==> config.mk <==
export PLATFORM = sky130hd
export DESIGN_NAME = ava_work_loader_flat
export DESIGN_NICKNAME = d
export VERILOG_FILES = /design/src/rtl/ava_work_loader_if.sv /design/src/rtl/ava_work_loader.sv /design/src/flat_wrapper.sv
export SDC_FILE = /design/constraint.sdc
export NUM_CORES = 2
export LEC_CHECK = 0
export BUFFER_PORTS_ARGS = -buffer_cell sky130_fd_sc_hd__buf_2
export CAP_MARGIN = 20
export CORE_ASPECT_RATIO = 1.25
export CORE_MARGIN = 4
export CORE_UTILIZATION = 35
export DETAILED_ROUTE_END_ITERATION = 8
export SLEW_MARGIN = 20
export SYNTH_ARGS = -nofsm -noshare
export SYNTH_HDL_FRONTEND = slang
export SYNTH_SLANG_ARGS = --single-unit
==> constraint.sdc <==
create_clock -name i_clk -period 3.52 [get_ports i_clk]
set_input_delay 0.704 -clock i_clk [delete_from_list [all_inputs] [get_ports i_clk]]
set_output_delay 0.704 -clock i_clk [all_outputs]
set_load 0.03 [all_outputs]
==> src/rtl/ava_work_loader_if.sv <==
// Host-byte input, transmitter handshake and committed work-packet outputs of the loader.
// Member prefixes are from the loader's point of view (i_ into it, o_ out of it).
interface ava_work_loader_if;
    logic [7:0]   i_rx_data;
    logic         i_rx_valid;
    logic         i_tx_busy;
    logic         o_start;
    logic [575:0] o_data;
    logic [7:0]   o_pll0;
    logic [7:0]   o_pll1;
    logic [7:0]   o_mode;
    logic         o_crc_err;
    logic         o_timeout_err;
    logic         o_drop;
    logic [7:0]   o_pkt_cnt;

    modport master (
        output i_rx_data, i_rx_valid, i_tx_busy,
        input  o_start, o_data, o_pll0, o_pll1, o_mode,
        input  o_crc_err, o_timeout_err, o_drop, o_pkt_cnt
    );

    modport slave (
        input  i_rx_data, i_rx_valid, i_tx_busy,
        output o_start, o_data, o_pll0, o_pll1, o_mode,
        output o_crc_err, o_timeout_err, o_drop, o_pkt_cnt
    );
endinterface

==> src/rtl/ava_work_loader.sv <==
// Parses sync-framed work packets from the host byte stream, verifies the additive checksum,
// commits fields to stable outputs and hands a one-cycle start to the ASIC transmitter.
module ava_work_loader #(
    parameter logic [7:0]  SYNC_BYTE = 8'hA5,
    parameter logic [15:0] TIMEOUT   = 16'd32000
) (
    input  logic               i_clk,
    input  logic               i_global_reset_n,
    ava_work_loader_if.slave   bus
);
    localparam logic [1:0] ST_IDLE    = 2'd0;
    localparam logic [1:0] ST_RECV    = 2'd1;
    localparam logic [1:0] ST_CHECK   = 2'd2;
    localparam logic [1:0] ST_WAIT_TX = 2'd3;

    localparam int          PAYLOAD_LEN = 75;
    localparam int          DATA_BYTES  = 72;
    localparam logic [6:0]  LAST_INDEX  = 7'd74;

    logic [1:0]   r_state;
    logic [7:0]   r_shadow [0:PAYLOAD_LEN-1];
    logic [6:0]   r_index;
    logic [7:0]   r_acc;
    logic [15:0]  r_idle_cnt;

    logic         r_start;
    logic         r_crc_err;
    logic         r_timeout_err;
    logic         r_drop;
    logic [575:0] r_data;
    logic [7:0]   r_pll0;
    logic [7:0]   r_pll1;
    logic [7:0]   r_mode;
    logic [7:0]   r_pkt_cnt;

    logic [575:0] w_shadow_data;

    // Shadow bytes 3..74 are the data field, byte k of data sits at shadow index k+3.
    genvar gi;
    generate
        for (gi = 0; gi < DATA_BYTES; gi++) begin : g_pack
            assign w_shadow_data[8*gi +: 8] = r_shadow[gi+3];
        end
    endgenerate

    always_ff @(posedge i_clk) begin
        if (!i_global_reset_n) begin
            r_state       <= ST_IDLE;
            r_index       <= '0;
            r_acc         <= '0;
            r_idle_cnt    <= '0;
            r_start       <= 1'b0;
            r_crc_err     <= 1'b0;
            r_timeout_err <= 1'b0;
            r_drop        <= 1'b0;
            r_data        <= '0;
            r_pll0        <= '0;
            r_pll1        <= '0;
            r_mode        <= '0;
            r_pkt_cnt     <= '0;
            for (int i = 0; i < PAYLOAD_LEN; i++) begin
                r_shadow[i] <= '0;
            end
        end else begin
            r_start       <= 1'b0;
            r_crc_err     <= 1'b0;
            r_timeout_err <= 1'b0;
            r_drop        <= 1'b0;
            case (r_state)
                ST_IDLE: begin
                    if (bus.i_rx_valid && bus.i_rx_data == SYNC_BYTE) begin
                        r_state    <= ST_RECV;
                        r_index    <= '0;
                        r_acc      <= '0;
                        r_idle_cnt <= '0;
                    end
                end
                ST_RECV, ST_CHECK: begin
                    // A byte landing on the timeout cycle still wins over the timeout.
                    if (bus.i_rx_valid) begin
                        r_idle_cnt <= '0;
                        if (r_state == ST_RECV) begin
                            r_shadow[r_index] <= bus.i_rx_data;
                            r_acc             <= r_acc + bus.i_rx_data;
                            r_index           <= r_index + 7'd1;
                            if (r_index == LAST_INDEX) begin
                                r_state <= ST_CHECK;
                            end
                        end else if (bus.i_rx_data == r_acc) begin
                            r_mode    <= r_shadow[0];
                            r_pll0    <= r_shadow[1];
                            r_pll1    <= r_shadow[2];
                            r_data    <= w_shadow_data;
                            r_pkt_cnt <= r_pkt_cnt + 8'd1;
                            r_state   <= ST_WAIT_TX;
                        end else begin
                            r_crc_err <= 1'b1;
                            r_state   <= ST_IDLE;
                        end
                    end else if (r_idle_cnt == TIMEOUT) begin
                        r_timeout_err <= 1'b1;
                        r_state       <= ST_IDLE;
                    end else begin
                        r_idle_cnt <= r_idle_cnt + 16'd1;
                    end
                end
                ST_WAIT_TX: begin
                    if (bus.i_rx_valid) begin
                        r_drop <= 1'b1;
                    end
                    if (!bus.i_tx_busy) begin
                        r_start <= 1'b1;
                        r_state <= ST_IDLE;
                    end
                end
                default: r_state <= ST_IDLE;
            endcase
        end
    end

    assign bus.o_start       = r_start;
    assign bus.o_crc_err     = r_crc_err;
    assign bus.o_timeout_err = r_timeout_err;
    assign bus.o_drop        = r_drop;
    assign bus.o_data        = r_data;
    assign bus.o_pll0        = r_pll0;
    assign bus.o_pll1        = r_pll1;
    assign bus.o_mode        = r_mode;
    assign bus.o_pkt_cnt     = r_pkt_cnt;
endmodule
==> src/flat_wrapper.sv <==
// flat-port wrapper written by rule: the top's interface ports become plain ports
module ava_work_loader_flat 
#(
    parameter logic [7:0]  SYNC_BYTE = 8'hA5,
    parameter logic [15:0] TIMEOUT   = 16'd32000
)
  (i_clk, i_global_reset_n, bus_i_rx_data, bus_i_rx_valid, bus_i_tx_busy, bus_o_start, bus_o_data, bus_o_pll0, bus_o_pll1, bus_o_mode, bus_o_crc_err, bus_o_timeout_err, bus_o_drop, bus_o_pkt_cnt);
  ava_work_loader_if bus_i ();
  input  logic i_clk;
  input  logic i_global_reset_n;
  input wire logic [$bits(bus_i.i_rx_data)-1:0] bus_i_rx_data;
  input wire logic [$bits(bus_i.i_rx_valid)-1:0] bus_i_rx_valid;
  input wire logic [$bits(bus_i.i_tx_busy)-1:0] bus_i_tx_busy;
  output wire logic [$bits(bus_i.o_start)-1:0] bus_o_start;
  output wire logic [$bits(bus_i.o_data)-1:0] bus_o_data;
  output wire logic [$bits(bus_i.o_pll0)-1:0] bus_o_pll0;
  output wire logic [$bits(bus_i.o_pll1)-1:0] bus_o_pll1;
  output wire logic [$bits(bus_i.o_mode)-1:0] bus_o_mode;
  output wire logic [$bits(bus_i.o_crc_err)-1:0] bus_o_crc_err;
  output wire logic [$bits(bus_i.o_timeout_err)-1:0] bus_o_timeout_err;
  output wire logic [$bits(bus_i.o_drop)-1:0] bus_o_drop;
  output wire logic [$bits(bus_i.o_pkt_cnt)-1:0] bus_o_pkt_cnt;
  assign bus_i.i_rx_data = bus_i_rx_data;
  assign bus_i.i_rx_valid = bus_i_rx_valid;
  assign bus_i.i_tx_busy = bus_i_tx_busy;
  assign bus_o_start = bus_i.o_start;
  assign bus_o_data = bus_i.o_data;
  assign bus_o_pll0 = bus_i.o_pll0;
  assign bus_o_pll1 = bus_i.o_pll1;
  assign bus_o_mode = bus_i.o_mode;
  assign bus_o_crc_err = bus_i.o_crc_err;
  assign bus_o_timeout_err = bus_i.o_timeout_err;
  assign bus_o_drop = bus_i.o_drop;
  assign bus_o_pkt_cnt = bus_i.o_pkt_cnt;
  ava_work_loader #(.SYNC_BYTE(SYNC_BYTE), .TIMEOUT(TIMEOUT)) u_core (.i_clk(i_clk), .i_global_reset_n(i_global_reset_n), .bus(bus_i));
endmodule
==> results.md <==
* Outcome: complete, no violations
* Postcts setup bufs at 0
* Mean post-synth cell area at 10.5 sq um
* Cell count after synthesis at 4421
* Asr flop ratio synth at 0
* WL met2 at 76000 um
* Final hold viol count at 0
* Worst slew pin tran at 1.41 ns
* Post-synth EDFFs at 600
* Setup_tns at 0 ns
* M1 WL at 64000 um
* Number of global-route vias before repair at 32.9k
* Max Clk Rate at 330 MHz
* First-pass GRT wire length at 224000 um
* Worst Path Arrival at 3.66 ns
* Maxcap violations at 0
* Total wire length at 156000 um
* Clock sink count at 1245
* Seq cells post-synth at 1245
* Primary FF master, synth: dfxtp_1
* Total GRT Usage at 0.218
* Critical Path End Type: flip-flop
* Area growth, synth to finish at 20.6%
* I/O pins at 624
* DRT Pass-1 Iters at 5
* HPWL after DPL at 103000 um
* Maximum VDD drop at 0.368 mV
* Largest net degree at the start of global routing at 211
* Worst setup margin at 0.490 ns
* DP Area at 51400 sq um
* Root buffer cell: clkbuf_16
* Routed met3 length at 10000 um
* GP Congestion at 0.815
* R2R setup slack at 0.49 ns
* RR Startpoint: u_core.r_state[0]$_SDFFE_PN0P_
* Gate power share at 0.024
* Relative slew margins at 0.0609
* DR vias at 33.9k
* Fin area at 55800 sq um
* Setup crit start kind: flip-flop
* Initial antenna violation count at 11
* Clock skew at 0.0503 ns
* Nets at 5029
* Placement Setup Slack at 0.453 ns
* Tmin final at 3.03 ns
* Layout fillers at 12.7k
* WL per Instance at 22.8 um
* Critical Path Start: u_core.r_state[0]$_SDFFE_PN0P_
* Die X at 333 um
* Initial Util at 0.354
* Final Cycle Share at 0.861
* Internal at 23500 uW
* Num CTS Buffers at 131
* Switch share at 0.225
* Htree depth at 4
* DRT iter0 DRCs at 2713
* Die Area at 138000 sq um
* Post-synthesis sequential area ratio at 0.668
* Drc violations at 0
* Post-synth cell types at 56
* Leakage power at 0.0208 uW
* Min-Delay Startpoint: bus_i_tx_busy
* IO Port Bufs at 623
* Clock latency on the worst-skew pair at 0.79 ns
* Final-report max-slew violation count at 0
* Critical Path Fanout Max at 210
* Core box area at 131000 sq um
* Final Setup Violations at 0
* Switch Pwr at 6810 uW
* Synth Cell Area at 46300 sq um
* Syn Nets at 4450
* WP data required at 4.15 ns
* Rows at 148
* Yosys Warn Count at 0
* Worst min-delay path class: input pin to flip-flop
* Antenna Violating Nets Remaining at 0
* Top layer in use: met5
* Gr ovfl total at 0
* Vias per cell at 4.96
* Reg power frac at 0.515
* Power share of the clock group at 0.461
* CTS resizes at 0
* Power Density at 543 nW/um^2
* Share of layout cells above drive strength 1 at 0.194
* WS Path Type: flip-flop to flip-flop
* Post-CTS Hold Fix Bufs at 0
* Overall die height at 415 um
* Clock Path Buffers at 3
* CTS tree: yes
* Clock-pin slew on the worst setup and hold paths at 0.06 ns
* Unrepaired setup endpoints after global routing: false
## layout by cell type (no fill, tap or decap), drive strengths merged, types with 5 or more instances in the layout
cell / n
nand3: 34
o31ai: 5
o21ai: 82
nand4: 13
and3: 7
edfxtp: 600
clkinv: 23
nand2: 1235
nand3b: 7
and2: 527
inv: 26
nor3: 83
xor2: 5
a21oi: 614
clkbuf: 198
buf: 774
ha: 16
and4: 6
xnor2: 11
diode: 9
dfxtp: 645
or2: 7
nor2: 99
nor4: 13
mux2i: 8
nor2b: 9
or3: 12
clkinvlp: 5
## Yosys cell counts (7+ instances only)
master	n	area share
edfxtp_1	600	0.39
nand3_1	34	0.0037
inv_1	12	0.00097
and3_1	7	0.00095
buf_2	58	0.0063
or3_1	12	0.0016
a21oi_1	614	0.066
nand3b_1	7	0.0011
buf_6	14	0.0034
clkbuf_1	216	0.018
buf_4	31	0.0050
xnor2_1	11	0.0021
nor2b_1	9	0.0012
nor3_1	76	0.0082
and2_1	527	0.071
nand2_1	1235	0.10
nor4_1	9	0.0012
dfxtp_1	645	0.28
nor3_2	7	0.0015
o21ai_0	79	0.0085
mux2i_1	8	0.0017
buf_1	9	0.00073
ha_1	16	0.0043
nand4_1	13	0.0018
nor2_1	93	0.0075
## metal layers
metal	track usage	up-vias
met4	0.0852	2
met3	0.0498	230
li1	-	15900
met5	0	-
met2	0.369	1037
met1	0.271	16700
## cell families after synthesis
kind of cell,share of synthesized area
adder cells (fa/ha/maj),0.00476
buffers and inverters,0.0341
multiplexers,0.00173
AND/OR/NAND/NOR,0.208
flip-flops,0.668
XOR/XNOR,0.00303
AO/OA/AOI/OAI,0.0802
## final timing paths
path | endpoint | cells past startpoint
worst min register to register | u_core.bus.o_data[142]$_SDFFE_PN0P_ | 2
worst max register to register | u_core.bus.o_data[539]$_SDFFE_PN0P_ | 7
worst max-delay path | u_core.bus.o_data[539]$_SDFFE_PN0P_ | 7
worst min-delay path | u_core.bus.o_start$_SDFF_PN0_ | 2
## registers in the layout, summed over array words and instances, names as in the netlist
signal	count
u_core.bus.o_mode	8
u_core.bus.o_start	1
u_core.r_state	2
u_core.bus.o_data	576
u_core.bus.o_drop	1
u_core.bus.o_crc_err	1
u_core.bus.o_timeout_err	1
u_core.r_idle_cnt	16
u_core.r_acc	8
u_core.bus.o_pkt_cnt	8
u_core.bus.o_pll1	8
u_core.bus.o_pll0	8
u_core.r_index	7
u_core.r_shadow	600
## area by class of cell
| cell class | instances | area (sq um) | share of cell area |
|---|---|---|---|
| diodes | 9 | 22.5 | 0.000404 |
| clock buffers | 198 | 3760 | 0.0674 |
| clock inverters | 44 | 584 | 0.0105 |
| inverters | 14 | 62.6 | 0.00112 |
| multi-input cells | 2834 | 13800 | 0.247 |
| flip-flops and latches | 1245 | 30900 | 0.554 |
| well taps | 1725 | 2160 | 0.0387 |
| repair buffers | 774 | 4500 | 0.0806 |
## per-stage QoR
stage	std cells	hold slack, ns	util	power [uW]
final	6843	0.184	0.427	30300
after global routing	6836	0.139	0.427	31200
after CTS	6834	0.115	0.427	30600
after detailed placement	6592	0.443	0.393	16600
after global placement	6592	0.439	0.393	16600
after floorplan	4421	0.436	-	16200
## critical path, cell delays in order, from the launching register on
cell,delay [ns]
dfxtp_1,0.37
inv_1,0.09
ha_1,0.68
and3b_1,0.29
nand4_1,0.27
buf_12,0.29
nand2_1,0.32
a21oi_1,0.11
## power groups by stage
stage	registers, uW	clock network, uW	logic, uW
detailed placement	15900	0	731
global route	15600	14800	771
finish	15600	14000	722
global placement	15900	0	723
floorplan	15900	0	356
CTS	15600	14300	732
No activity file was read; power rests on OpenSTA's default activity.
